File: config.mk
export PLATFORM = sky130hd
export DESIGN_NAME = pong_engine
export DESIGN_NICKNAME = d
export VERILOG_FILES = /design/src/rtl/pong_engine.sv
export SDC_FILE = /design/constraint.sdc
export NUM_CORES = 1
export LEC_CHECK = 0
export ABC_AREA = 0
export CORE_ASPECT_RATIO = 0.7
export CORE_UTILIZATION = 55
export CTS_BUF_LIST = sky130_fd_sc_hd__clkbuf_8
export CTS_CLUSTER_DIAMETER = 120
export DETAILED_ROUTE_END_ITERATION = 10
export HOLD_SLACK_MARGIN = 0.05
export PLACE_DENSITY = 0.9
export SYNTH_ARGS = -nofsm -noshare
export SYNTH_HDL_FRONTEND = slang
export SYNTH_SLANG_ARGS = --single-unit
File: constraint.sdc
create_clock -name clk -period 3.47 [get_ports clk]
set_input_delay 0.694 -clock clk [delete_from_list [all_inputs] [get_ports clk]]
set_output_delay 0.694 -clock clk [all_outputs]
set_load 0.01 [all_outputs]
File: src/rtl/pong_engine.sv
// ============================================================================
// Module      : pong_engine
// Description : Per-frame Pong game-state engine. On each rising edge of
//               end_frame it moves the paddles from the button levels,
//               advances the ball, resolves wall bounces, paddle hits and
//               goals, and keeps the score.
//               Optional feature macro: PONG_SPEEDUP_EN (each paddle hit
//               raises the ball step by one, up to 6; reset on every serve).
// Revision    : 1.0 - initial release
// ============================================================================
`default_nettype none

module pong_engine #(
  parameter int SCREEN_W     = 640,
  parameter int SCREEN_H     = 480,
  parameter int PAD_W        = 10,
  parameter int PAD_H        = 80,
  parameter int PAD1_X       = 20,
  parameter int PAD2_X       = 610,
  parameter int BALL_SIZE    = 10,
  parameter int PAD_STEP     = 4,
  parameter int BALL_STEP    = 2,
  parameter int SERVE_FRAMES = 60,
  parameter int WIN_SCORE    = 9
) (
  input  logic       clk,
  input  logic       rst,
  input  logic       end_frame,
  input  logic       p1_up,
  input  logic       p1_down,
  input  logic       p2_up,
  input  logic       p2_down,
  output logic [9:0] y1,
  output logic [9:0] y2,
  output logic [9:0] xb,
  output logic [9:0] yb,
  output logic [3:0] score1,
  output logic [3:0] score2,
  output logic [1:0] point,
  output logic       game_over
);

  // Geometry derived from the parameters, pre-sized to the datapath widths
  localparam logic [9:0]  c_pad_step   = 10'(PAD_STEP);
  localparam logic [9:0]  c_pad_ymax   = 10'(SCREEN_H - PAD_H);
  localparam logic [9:0]  c_pad_init   = 10'((SCREEN_H - PAD_H) / 2);
  localparam logic [9:0]  c_ball_ymax  = 10'(SCREEN_H - BALL_SIZE);
  localparam logic [10:0] c_ball_xmax  = 11'(SCREEN_W - BALL_SIZE);
  localparam logic [10:0] c_ball_sz    = 11'(BALL_SIZE);
  localparam logic [10:0] c_pad_h      = 11'(PAD_H);
  localparam logic [10:0] c_pad2_x     = 11'(PAD2_X);
  localparam logic [9:0]  c_pad2_stop  = 10'(PAD2_X - BALL_SIZE);
  localparam logic [9:0]  c_pad1_face  = 10'(PAD1_X + PAD_W);
  localparam logic [9:0]  c_ctr_x      = 10'((SCREEN_W - BALL_SIZE) / 2);
  localparam logic [9:0]  c_ctr_y      = 10'((SCREEN_H - BALL_SIZE) / 2);
  localparam int          CNT_W        = $clog2(SERVE_FRAMES + 1);
  localparam logic [CNT_W-1:0] c_serve = CNT_W'(SERVE_FRAMES);
  localparam logic [CNT_W-1:0] c_one   = CNT_W'(1);
  localparam logic [3:0]  c_win        = 4'(WIN_SCORE);
  localparam logic [2:0]  c_step_init  = 3'(BALL_STEP);
`ifdef PONG_SPEEDUP_EN
  localparam logic [2:0]  c_step_max   = 3'd6;
`endif

  typedef enum logic [1:0] {
    ST_SERVE    = 2'd0,
    ST_PLAY     = 2'd1,
    ST_GAMEOVER = 2'd2
  } state_t;

  state_t           r_state;
  logic             r_ef_d;
  logic [CNT_W-1:0] r_cnt;
  logic [9:0]       r_y1, r_y2, r_xb, r_yb;
  logic [3:0]       r_s1, r_s2;
  logic [1:0]       r_point;
  logic             r_game_over;
  logic             r_dx;   // 1 = moving right
  logic             r_dy;   // 1 = moving down

  logic             w_tick;
  logic [2:0]       w_step;
  logic [9:0]       w_step10;
  logic [10:0]      w_step11;
  logic [9:0]       w_y1_nx, w_y2_nx;
  logic [9:0]       w_yb_nx, w_xb_nx;
  logic             w_dy_nx, w_dx_nx;
  logic [10:0]      w_ysum;
  logic [10:0]      w_nx_r;
  logic [9:0]       w_nx_l;
  logic             w_ov1, w_ov2;
  logic             w_hit, w_goal1, w_goal2;
  logic [3:0]       w_s1_inc, w_s2_inc;

`ifdef PONG_SPEEDUP_EN
  logic [2:0]       r_step;
  assign w_step = r_step;
`else
  assign w_step = c_step_init;
`endif

  assign w_step10 = {7'd0, w_step};
  assign w_step11 = {8'd0, w_step};

  // History flop resets high so a level already high out of reset is not a tick
  assign w_tick = end_frame & ~r_ef_d;

  // Paddle step: up and down are exclusive, both or neither holds position
  function automatic logic [9:0] f_pad(input logic [9:0] y, input logic up,
                                       input logic dn);
    logic [10:0] sum;
    sum = {1'b0, y} + {1'b0, c_pad_step};
    if (up && !dn)
      return (y >= c_pad_step) ? (y - c_pad_step) : 10'd0;
    else if (dn && !up)
      return (sum >= {1'b0, c_pad_ymax}) ? c_pad_ymax : sum[9:0];
    else
      return y;
  endfunction

  assign w_y1_nx  = f_pad(r_y1, p1_up, p1_down);
  assign w_y2_nx  = f_pad(r_y2, p2_up, p2_down);

  assign w_ysum   = {1'b0, r_yb} + w_step11;
  assign w_nx_r   = {1'b0, r_xb} + w_step11;
  assign w_nx_l   = r_xb - w_step10;

  // Vertical overlap of the ball with each paddle, using pre-tick positions
  assign w_ov1 = (({1'b0, r_yb} + c_ball_sz) > {1'b0, r_y1}) &&
                 ({1'b0, r_yb} < ({1'b0, r_y1} + c_pad_h));
  assign w_ov2 = (({1'b0, r_yb} + c_ball_sz) > {1'b0, r_y2}) &&
                 ({1'b0, r_yb} < ({1'b0, r_y2} + c_pad_h));

  assign w_s1_inc = (r_s1 == 4'hF) ? r_s1 : (r_s1 + 4'd1);
  assign w_s2_inc = (r_s2 == 4'hF) ? r_s2 : (r_s2 + 4'd1);

  // Ball motion candidate for a PLAY tick: wall bounce, paddle hit or goal
  always_comb begin
    w_yb_nx = r_yb;
    w_dy_nx = r_dy;
    w_xb_nx = r_xb;
    w_dx_nx = r_dx;
    w_hit   = 1'b0;
    w_goal1 = 1'b0;
    w_goal2 = 1'b0;

    if (r_dy) begin
      if (w_ysum >= {1'b0, c_ball_ymax}) begin
        w_yb_nx = c_ball_ymax;
        w_dy_nx = 1'b0;
      end else begin
        w_yb_nx = w_ysum[9:0];
      end
    end else begin
      if (r_yb <= w_step10) begin
        w_yb_nx = 10'd0;
        w_dy_nx = 1'b1;
      end else begin
        w_yb_nx = r_yb - w_step10;
      end
    end

    if (r_dx) begin
      // Ball must start in front of paddle 2 and reach or cross its face
      if ((({1'b0, r_xb} + c_ball_sz) <= c_pad2_x) &&
          ((w_nx_r + c_ball_sz) >= c_pad2_x) && w_ov2) begin
        w_hit   = 1'b1;
        w_xb_nx = c_pad2_stop;
        w_dx_nx = 1'b0;
      end else if (w_nx_r >= c_ball_xmax) begin
        w_goal1 = 1'b1;
      end else begin
        w_xb_nx = w_nx_r[9:0];
      end
    end else begin
      // r_xb >= face guards the subtraction against wrap-around
      if ((r_xb >= c_pad1_face) && (w_nx_l <= c_pad1_face) && w_ov1) begin
        w_hit   = 1'b1;
        w_xb_nx = c_pad1_face;
        w_dx_nx = 1'b1;
      end else if (r_xb <= w_step10) begin
        w_goal2 = 1'b1;
      end else begin
        w_xb_nx = w_nx_l;
      end
    end
  end

  // Game state machine: all state and outputs update only on ticks
  always_ff @(posedge clk) begin
    if (rst) begin
      r_state     <= ST_SERVE;
      r_ef_d      <= 1'b1;
      r_cnt       <= '0;
      r_y1        <= c_pad_init;
      r_y2        <= c_pad_init;
      r_xb        <= c_ctr_x;
      r_yb        <= c_ctr_y;
      r_s1        <= 4'd0;
      r_s2        <= 4'd0;
      r_point     <= 2'b00;
      r_game_over <= 1'b0;
      r_dx        <= 1'b1;
      r_dy        <= 1'b1;
`ifdef PONG_SPEEDUP_EN
      r_step      <= c_step_init;
`endif
    end else begin
      r_ef_d  <= end_frame;
      r_point <= 2'b00;
      if (w_tick) begin
        case (r_state)
          ST_SERVE: begin
            r_y1 <= w_y1_nx;
            r_y2 <= w_y2_nx;
            if (r_cnt == c_serve) begin
              r_state <= ST_PLAY;
              r_cnt   <= '0;
            end else begin
              r_cnt <= r_cnt + c_one;
            end
          end
          ST_PLAY: begin
            r_y1 <= w_y1_nx;
            r_y2 <= w_y2_nx;
            r_yb <= w_yb_nx;
            r_dy <= w_dy_nx;
            if (w_goal1 || w_goal2) begin
              // Recentre, serve toward the left after a player-1 point
              r_xb  <= c_ctr_x;
              r_yb  <= c_ctr_y;
              r_cnt <= '0;
`ifdef PONG_SPEEDUP_EN
              r_step <= c_step_init;
`endif
              if (w_goal1) begin
                r_s1    <= w_s1_inc;
                r_point <= 2'b01;
                r_dx    <= 1'b0;
                if (w_s1_inc == c_win) begin
                  r_state     <= ST_GAMEOVER;
                  r_game_over <= 1'b1;
                end else begin
                  r_state <= ST_SERVE;
                end
              end else begin
                r_s2    <= w_s2_inc;
                r_point <= 2'b10;
                r_dx    <= 1'b1;
                if (w_s2_inc == c_win) begin
                  r_state     <= ST_GAMEOVER;
                  r_game_over <= 1'b1;
                end else begin
                  r_state <= ST_SERVE;
                end
              end
            end else begin
              r_xb <= w_xb_nx;
              r_dx <= w_dx_nx;
`ifdef PONG_SPEEDUP_EN
              if (w_hit && (r_step < c_step_max))
                r_step <= r_step + 3'd1;
`endif
            end
          end
          ST_GAMEOVER: begin
            r_game_over <= 1'b1;
          end
          default: begin
            r_state <= ST_SERVE;
          end
        endcase
      end
    end
  end

  assign y1        = r_y1;
  assign y2        = r_y2;
  assign xb        = r_xb;
  assign yb        = r_yb;
  assign score1    = r_s1;
  assign score2    = r_s2;
  assign point     = r_point;
  assign game_over = r_game_over;

endmodule

`default_nettype wire

==> implementation parameters, run 1 <==
Parameter                              Value

Setup path
  Reg2Reg Capture Point ... yb[5]
  Arrival time of the worst setup path ... between 3000 and 4000 ps
  Critical Path Fanout Max ... 10
  Req. time, crit path ... between 3000 and 4000 ps
  Worst reg-to-reg setup slack ... between 100 and 150 ps
  Kind of start point of the critical path ... register
  Kind of capture point of the worst setup path ... register
  Ordered cell list for the critical path ... ha_1 > buf_4 > o2111ai_1 > xnor2_1 > ha_1 > nand3_1 > nor3_1 > a21oi_1 > a21oi_1 > a2111oi_4 > buf_6 > nor3_4 > nor3_2 > buf_6 > o311ai_0
  Type of the worst setup path ... reg2reg
  Logic depth of the worst register-to-register path ... 15
  Startpoint of the lowest-slack register-to-register path ... yb[2]
  Slowest cell on the critical path ... dfxtp_1
  Stage delay of the slowest cell on the critical path ... ~420 ps

Synth
  Library cell with the largest summed area after synthesis ... dfxtp_1
  Synthesized flop and latch total ... 58
  Sequential-to-total area share from yosys stat ... approximately a fifth
  Netlist area before placement ... ~6200 µm²
  Synthesis warning total ... 0
  Avg Inst Size Synth ... about 7.3 µm²
  Number of distinct standard cells referenced by the synthesized netlist ... between 80 and 90
  Number of synthesized flops with an enable pin ... 0
  Synth top area share ... about a fifth
  Top cells by area in the synthesized netlist ... dfxtp_1 19%, ha_1 13%, a21oi_1 5.1%, nor2_1 4.5%, o21ai_0 4.1%
  Fraction of registers with async set/reset ... 0%
  Instance count of the mapped netlist ... about 850
  Main synth FF type ... dfxtp_1

Timing
  Unrepaired setup endpoints after global routing ... no
  Min Clock Period, post-route ... around 3300 ps
  Final max-slew violation count ... 0
  Crit share post-route ... a little over nine tenths
  Worst-margin pin slew ... approximately 1100 ps
  Maximum operating frequency ... 301 MHz
  Fin Setup TNS ... 0 ps
  Minimum setup slack in the final design ... roughly 150 ps
  Slew HR ... between 20% and 30%
  Final worst clock skew ... around 14 ps
  Count of endpoints failing hold in the final timing report ... 0
  Final-report setup violation count ... 0
  Smallest hold slack ... 481 ps

Worst hold path
  Hold Path Cell Cnt ... 1
  Hold path endpoint ... r_cnt[4]
  Startpoint of the lowest-slack hold path ... r_cnt[4]
  Hold Crit Class ... reg2reg

Detailed routing
  Total DRC errors in the routed layout ... 13
  DR vias/cell ... roughly 6.8
  Count of TritonRoute iterations in the first routing pass ... 11
  Routed length per placed instance ... 19.3 µm
  Overall via count from detail_route ... roughly 7100
  Iter 0 DRT Violations ... around 990
  Wire length reported by the detailed router ... about 20000 µm
  Remaining antenna violation count ... 0

Floorplanning
  I/O Pins ... 58
  Die Area ... approximately 12000 µm²
  Horiz. Die Dim ... 129 µm
  Starting utilization of the core area ... 56.5%
  Core Area ... around 11000 µm²
  Die Height ... 90.8 µm
  Row Count ... 32

Clock tree
  Cell chosen for the clock root ... clkbuf_8
  Clk Latency, worst-skew pair ... roughly 370 ps
  Max Root-Sink Buffers ... 2
  Clock transition at path regs ... approximately 80 ps
  Number of buffers inserted during clock tree synthesis ... 9
  Number of levels in the clock H-tree ... 3
  Clock tree from TritonCTS ... built
  Post-CTS Hold Fix Bufs ... 0
  CTS sink count ... just under 60

Final layout
  NumNets Final ... 970
  Antenna diode count ... 0
  Final std cell area, no fill ... about 7300 µm²
  Final standard cell count with taps included and fillers excluded ... between 1000 and 1500
  Area growth, synth to finish ... 17.4%
  Ratio of cells with drive above 1 in the final layout ... 9.87%

Pwr
  Sw Ratio ... ~25%
  Sequential fraction of design power ... roughly 37%
  Leakage component of the power ... 2.84 nW
  Portion of total power attributed to combinational logic ... 12.0%
  Part of the power in the clock network ... about half
  Switching power total ... roughly 0.46 mW
  Power density cells ... roughly 250 nW/µm²
  Peak supply drop ... around 0.00028 V
  Internal Dissipation ... approximately 1.4 mW

GRT
  Number of global-route vias before repair ... approximately 6200
  Largest net degree at the start of global routing ... 23
  Initial antenna violation count ... 0
  Global Route Usage Sum ... about a third
  GR Overflow Total ... 0
  Wire length of the first global-routing pass ... about 33000 µm

Outcome
  Failing checks ... design-rule violations
  Outcome ... complete, but fails checks

Placed design
  Placed cells ... around 1000
  HPWL reported at the end of detailed placement ... approximately 15000 µm
  Port buffer count ... 53
  Placer congestion estimate ... approximately 1.0
  Worst slack at placement ... between 100 and 150 ps
  Total cell area at the placement stage ... ~7000 µm²

Run
  Max-cap violations ... 0
flip-flops by register name (all words and copies together) (netlist names):
register,cells
y2,8
score1,4
score2,4
yb,10
xb,10
r_cnt,6
game_over,1
r_dx,1
r_state,2
point,2
r_ef_d,1
r_dy,1
y1,8
layer usage:
| layer | GRT usage, % | up-vias | part of all wire (%) | routed length (µm) |
|---|---|---|---|---|
| li1 | - | 3243 | - | - |
| met1 | 51.6 | 3234 | 42 | 8580 |
| met2 | 49.0 | 576 | 40 | 8030 |
| met3 | 10.4 | 88 | 15 | 3130 |
| met4 | 9.61 | 0 | 2.8 | 578 |
| met5 | 0 | - | 0 | 0 |
worst max-delay path: cells and delay by family (launching register included):
family | cells | cell delay, ps
simple gates | 4 | 450
compound gates | 5 | 980
xor+xnor | 1 | 270
fa+ha+maj | 2 | 480
buf+inv | 3 | 580
flops | 1 | 420
cell families (layout without fill, tap and decap cells):
family	after synthesis	after routing	share of synthesized area (%)
simple gates	304	304	24.8
flops	58	58	18.7
other cells	1	4	0.0605
fa+ha+maj	66	66	13.6
xor+xnor	31	31	4.50
compound gates	271	271	29.9
mux	4	4	0.646
buf+inv	110	164	7.75
cells in the final DEF, fill, tap and decap left out, drive strengths merged, types with 6 or more instances in the layout:
master	n
nor2	74
nand2	64
ha	64
a21oi	63
o21ai	59
dfxtp	58
clkdlybuf4s50	53
inv	53
nand3	46
buf	44
nor3	35
xnor2	22
and3	16
a31oi	13
nor4	12
a21o	11
o31ai	11
nand2b	10
a211oi	10
a311oi	10
o211ai	9
clkbuf	9
xor2	9
o21a	9
or3	8
o22ai	8
a22oi	8
a221oi	8
nand4	7
or2	6
a2111oi	6
final cells by class:
class | count | area (µm²)
flip-flops and latches | 58 | 1160
well taps | 153 | 191
fillers | 915 | 3690
repair buffers | 97 | 868
inverters | 51 | 191
clock buffers | 9 | 124
clock inverters | 7 | 158
multi-input cells | 680 | 4580
cells in the mapped netlist, types with 7 or more instances:
cell type,n
nor2_1,74
ha_1,64
nand2_1,64
a21oi_1,63
dfxtp_1,58
inv_1,51
o21ai_0,51
nand3_1,45
clkbuf_1,39
nor3_1,32
xnor2_1,22
and3_1,16
a31oi_1,12
nor4_1,12
a21o_1,11
o31ai_1,11
a211oi_1,10
a311oi_1,10
nand2b_1,10
o211ai_1,9
o21a_1,9
a22oi_1,8
buf_4,8
o22ai_1,8
or3_1,8
xor2_1,8
a221oi_1,7
nand4_1,7
o21ai_1,7
what timing repair did:
item	CTS	global route
gates resized for setup	0	11
buffers inserted	0	1
setup endpoints to repair	0	27
stage by stage:
stage / total power [mW] / utilization [%]
after floorplan: 0.853 / -
after global placement: 0.909 / 63.5
after detailed placement: 0.912 / 63.5
after CTS: 1.83 / 66.1
after global routing: 1.89 / 66.3
final: 1.84 / 66.3
how the worst max path moves through the flow:
stage	start	end	slack, ps	cells after the start
final	yb[2]	yb[5]	150	15
after global routing	yb[2]	xb[3]	3	14
after CTS	yb[1]	r_cnt[3]	70	14
after detailed placement	yb[1]	yb[5]	140	15
after global placement	xb[2]	xb[5]	290	10
after floorplan	yb[3]	xb[5]	90	13
power by group through the flow:
stage / sequential (mW) / clock [mW] / combinational, mW
CTS: 0.687 / 0.933 / 0.212
global placement: 0.702 / 0 / 0.207
detailed placement: 0.702 / 0 / 0.210
global route: 0.688 / 0.964 / 0.241
finish: 0.688 / 0.933 / 0.221
floorplan: 0.698 / 0 / 0.154
(Power assumes the default switching activity.)
==> run 2: changes to the inputs <==
- CAP_MARGIN: default -> 20
- CELL_PAD_IN_SITES_DETAIL_PLACEMENT: default -> 1
- CELL_PAD_IN_SITES_GLOBAL_PLACEMENT: default -> 2
- CORE_UTILIZATION: 55 -> 31
- PLACE_DENSITY: 0.9 -> 0.88
==> run 2 against run 1 <==
Net effect:
- the flow now finishes without violations
- final cell count up 11%
- clock-buffer cell count unchanged
- via count down 4.4%
- critical path type unchanged
- critical endpoint unchanged
- largest power group unchanged
==> implementation parameters, run 2 (same netlist as run 1, synthesis figures left out) <==
Parameter                              Value

GRT
  Number of global-route vias before repair ... 6605 (+5.8%)
  Initial antenna violation count ... 0 (unchanged)
  GR Overflow Total ... 0 (unchanged)
  Largest net degree at the start of global routing ... 29 (+26%)
  Wire length of the first global-routing pass ... 37500 µm (+15%)
  Global Route Usage Sum ... 23.4% (-12 points)

Detailed routing
  Iter 0 DRT Violations ... 575 (-42%)
  DR vias/cell ... 5.82 (-14%)
  Remaining antenna violation count ... 0 (unchanged)
  Routed length per placed instance ... 20.2 µm (+4.9%)
  Wire length reported by the detailed router ... 23700 µm (+17%)
  Count of TritonRoute iterations in the first routing pass ... 6 (-5)
  Overall via count from detail_route ... 6824 (-4.4%)
  Total DRC errors in the routed layout ... 0 (-13)

Setup path
  Logic depth of the worst register-to-register path ... 11 (-4)
  Stage delay of the slowest cell on the critical path ... 480 ps (+60 ps)
  Type of the worst setup path ... reg2reg
  Slowest cell on the critical path ... nor3b_1
  Kind of capture point of the worst setup path ... register
  Req. time, crit path ... 3690 ps (about the same)
  Delay-heaviest family, CP ... compound AO/OA/AOI/OAI gates
  Critical Path Fanout Max ... 9 (-1)
  Arrival time of the worst setup path ... 3530 ps (about the same)
  Kind of start point of the critical path ... register
  Number of buffers and inverters on the critical path ... 2 (-1)
  Ordered cell list for the critical path ... buf_4 > inv_1 > ha_1 > nor3b_1 > o31ai_1 > a22oi_1 > o21ai_0 > o211a_1 > a221o_1 > nand2_1 > o311ai_0
  Cell count along the critical path ... 11 (-4)

Placed design
  Port buffer count ... 53 (unchanged)
  HPWL reported at the end of detailed placement ... 18300 µm (+23%)
  Total cell area at the placement stage ... 7160 µm² (+2.8%)
  Placer congestion estimate ... 0.957 (-7.0%)

Final layout
  Leading cell type in the layout, fill and taps excluded ... nor2_1
  Area used by multi-input combinational logic ... 4580 µm² (about the same)
  Ratio of cells with drive above 1 in the final layout ... 10.4% (+0.49 points)
  Final std cell area, no fill ... 7380 µm² (+1.5%)
  Commonest cells after routing, fill and taps aside ... 74 x nor2_1, 64 x nand2_1, 63 x ha_1, 62 x a21oi_1, 57 x dfxtp_1
  NumNets Final ... 977 (+0.72%)
  Area growth, synth to finish ... 19.2%
  Antenna diode count ... 0 (unchanged)
  Fill count ... 2430 (+170%)
  Register area ... 1160 µm² (unchanged)

Timing
  Final max-slew violation count ... 0 (unchanged)
  Fin Setup TNS ... 0 ps (unchanged)
  Count of endpoints failing hold in the final timing report ... 0 (unchanged)
  Worst-margin pin slew ... 761 ps (-315 ps)
  Crit share post-route ... 95.4% (-0.29 points)
  Maximum operating frequency ... 302 MHz (+0.30%)
  Slew HR ... 49.1% (+22 points)
  Final-report setup violation count ... 0 (unchanged)
  Unrepaired setup endpoints after global routing ... no
  Final worst clock skew ... 16.3 ps (+2.68 ps)
  Min Clock Period, post-route ... 3310 ps (-10.0 ps)

Clock tree
  Cell chosen for the clock root ... clkbuf_8
  Clk Latency, worst-skew pair ... 370 ps (about the same)
  Buffer count from post-CTS setup fixing ... 0 (unchanged)
  Max Root-Sink Buffers ... 2 (unchanged)
  Post-CTS Hold Fix Bufs ... 0 (unchanged)
  Number of buffers inserted during clock tree synthesis ... 9 (unchanged)
  CTS sink count ... 58 (unchanged)
  Number of levels in the clock H-tree ... 3 (unchanged)
  Clock tree from TritonCTS ... built
  Clock transition at path regs ... 80 ps (about the same)

Floorplanning
  Row Count ... 42 (+31%)
  Die Height ... 120 µm (+32%)
  Die Area ... 20600 µm² (+76%)
  Core Area ... 19200 µm² (+75%)
  Horiz. Die Dim ... 171 µm (+33%)
  I/O Pins ... 58 (unchanged)
  Starting utilization of the core area ... 32.2% (-24 points)

Run
  Max-cap violations ... 0 (unchanged)

Worst hold path
  Hold Path Cell Cnt ... 1 (unchanged)
  Hold Crit Class ... reg2reg

Pwr
  Peak supply drop ... 0.000169 V (-40%)
  Power density cells ... 222 nW/µm² (-12%)
  Total Power Consumption ... 1.64 mW (-11%)
  Leakage component of the power ... 2.83 nW (-0.42%)

Outcome
  Outcome ... finished clean
[run 2: cell types whose count changed in the layout (fill, tap and decap cells not counted), sizes merged]
cell	previous run	this run
bufinv	5	2
clkinvlp	0	2
buf	44	52
inv	53	52
clkinv	0	1
clkdlybuf4s50	53	52
[run 2: final timing paths]
| path | from | slack [ps] | endpoint |
|---|---|---|---|
| hold / removal | r_cnt[4] | 490 | r_cnt[4] |
| setup reg to reg | yb[1] | 160 | yb[5] |
| hold reg to reg | r_cnt[4] | 490 | r_cnt[4] |
| setup / recovery | yb[1] | 160 | yb[5] |
[run 2: layout make-up]
class | instances | area share, %
Multi-Input combinational cell | 680 | 62.0
Sequential cell | 58 | 15.7
Timing Repair Buffer | 104 | 12.4
Tap cell | 264 | 4.47
Inverter | 51 | 2.59
Clock buffer | 9 | 1.68
Clock inverter | 6 | 1.14
[run 2: report_power, final]
part | internal, mW | switching [mW] | leakage [nW]
logic | 0.0908 | 0.143 | 2.26
clock network | 0.397 | 0.325 | 0.103
registers | 0.673 | 0.0146 | 0.469
total | 1.16 | 0.483 | 2.83
[run 2: timing repair]
action / 4_1_cts / 5_1_grt
hold endpoints to repair: 0 / 0
setup endpoints to repair: 0 / 20
gates resized for setup: 0 / 8
[run 2: worst reg2reg max path: stages, from the launching register on]
cell and delay, ps:
dfxtp_1 390, buf_4 180, inv_1 160, ha_1 450, nor3b_1 480, o31ai_1 140, a22oi_1 230, o21ai_0 140
o211a_1 380, a221o_1 400, nand2_1 80, o311ai_0 140
[run 2: metrics by stage]
stage | util [%] | setup WS [ps] | hold slack (ps) | cells
final | 38.4 | 159 | 490 | 1172
after global routing | 38.4 | 0.548 | 517 | 1172
after CTS | 38.3 | 137 | 481 | 1172
after detailed placement | 37.2 | 148 | 468 | 1157
after global placement | 37.2 | 223 | 467 | 1157
after floorplan | - | 88.0 | 440 | 848
[run 2: layer usage]
| layer | track usage (%) | part of all wire (%) | vias up |
|---|---|---|---|
| li1 | - | - | 3250 |
| met1 | 36.3 | 53 | 3342 |
| met2 | 32.0 | 39 | 210 |
| met3 | 5.34 | 7.1 | 22 |
| met4 | 4.91 | 1.2 | 0 |
| met5 | 0 | 0 | - |
==> run 3: changes to the inputs <==
- ABC_CLOCK_PERIOD_IN_PS: default -> 3470
==> results of run 3 <==
The final DEF is identical to that of run 2; final timing and power are the same.
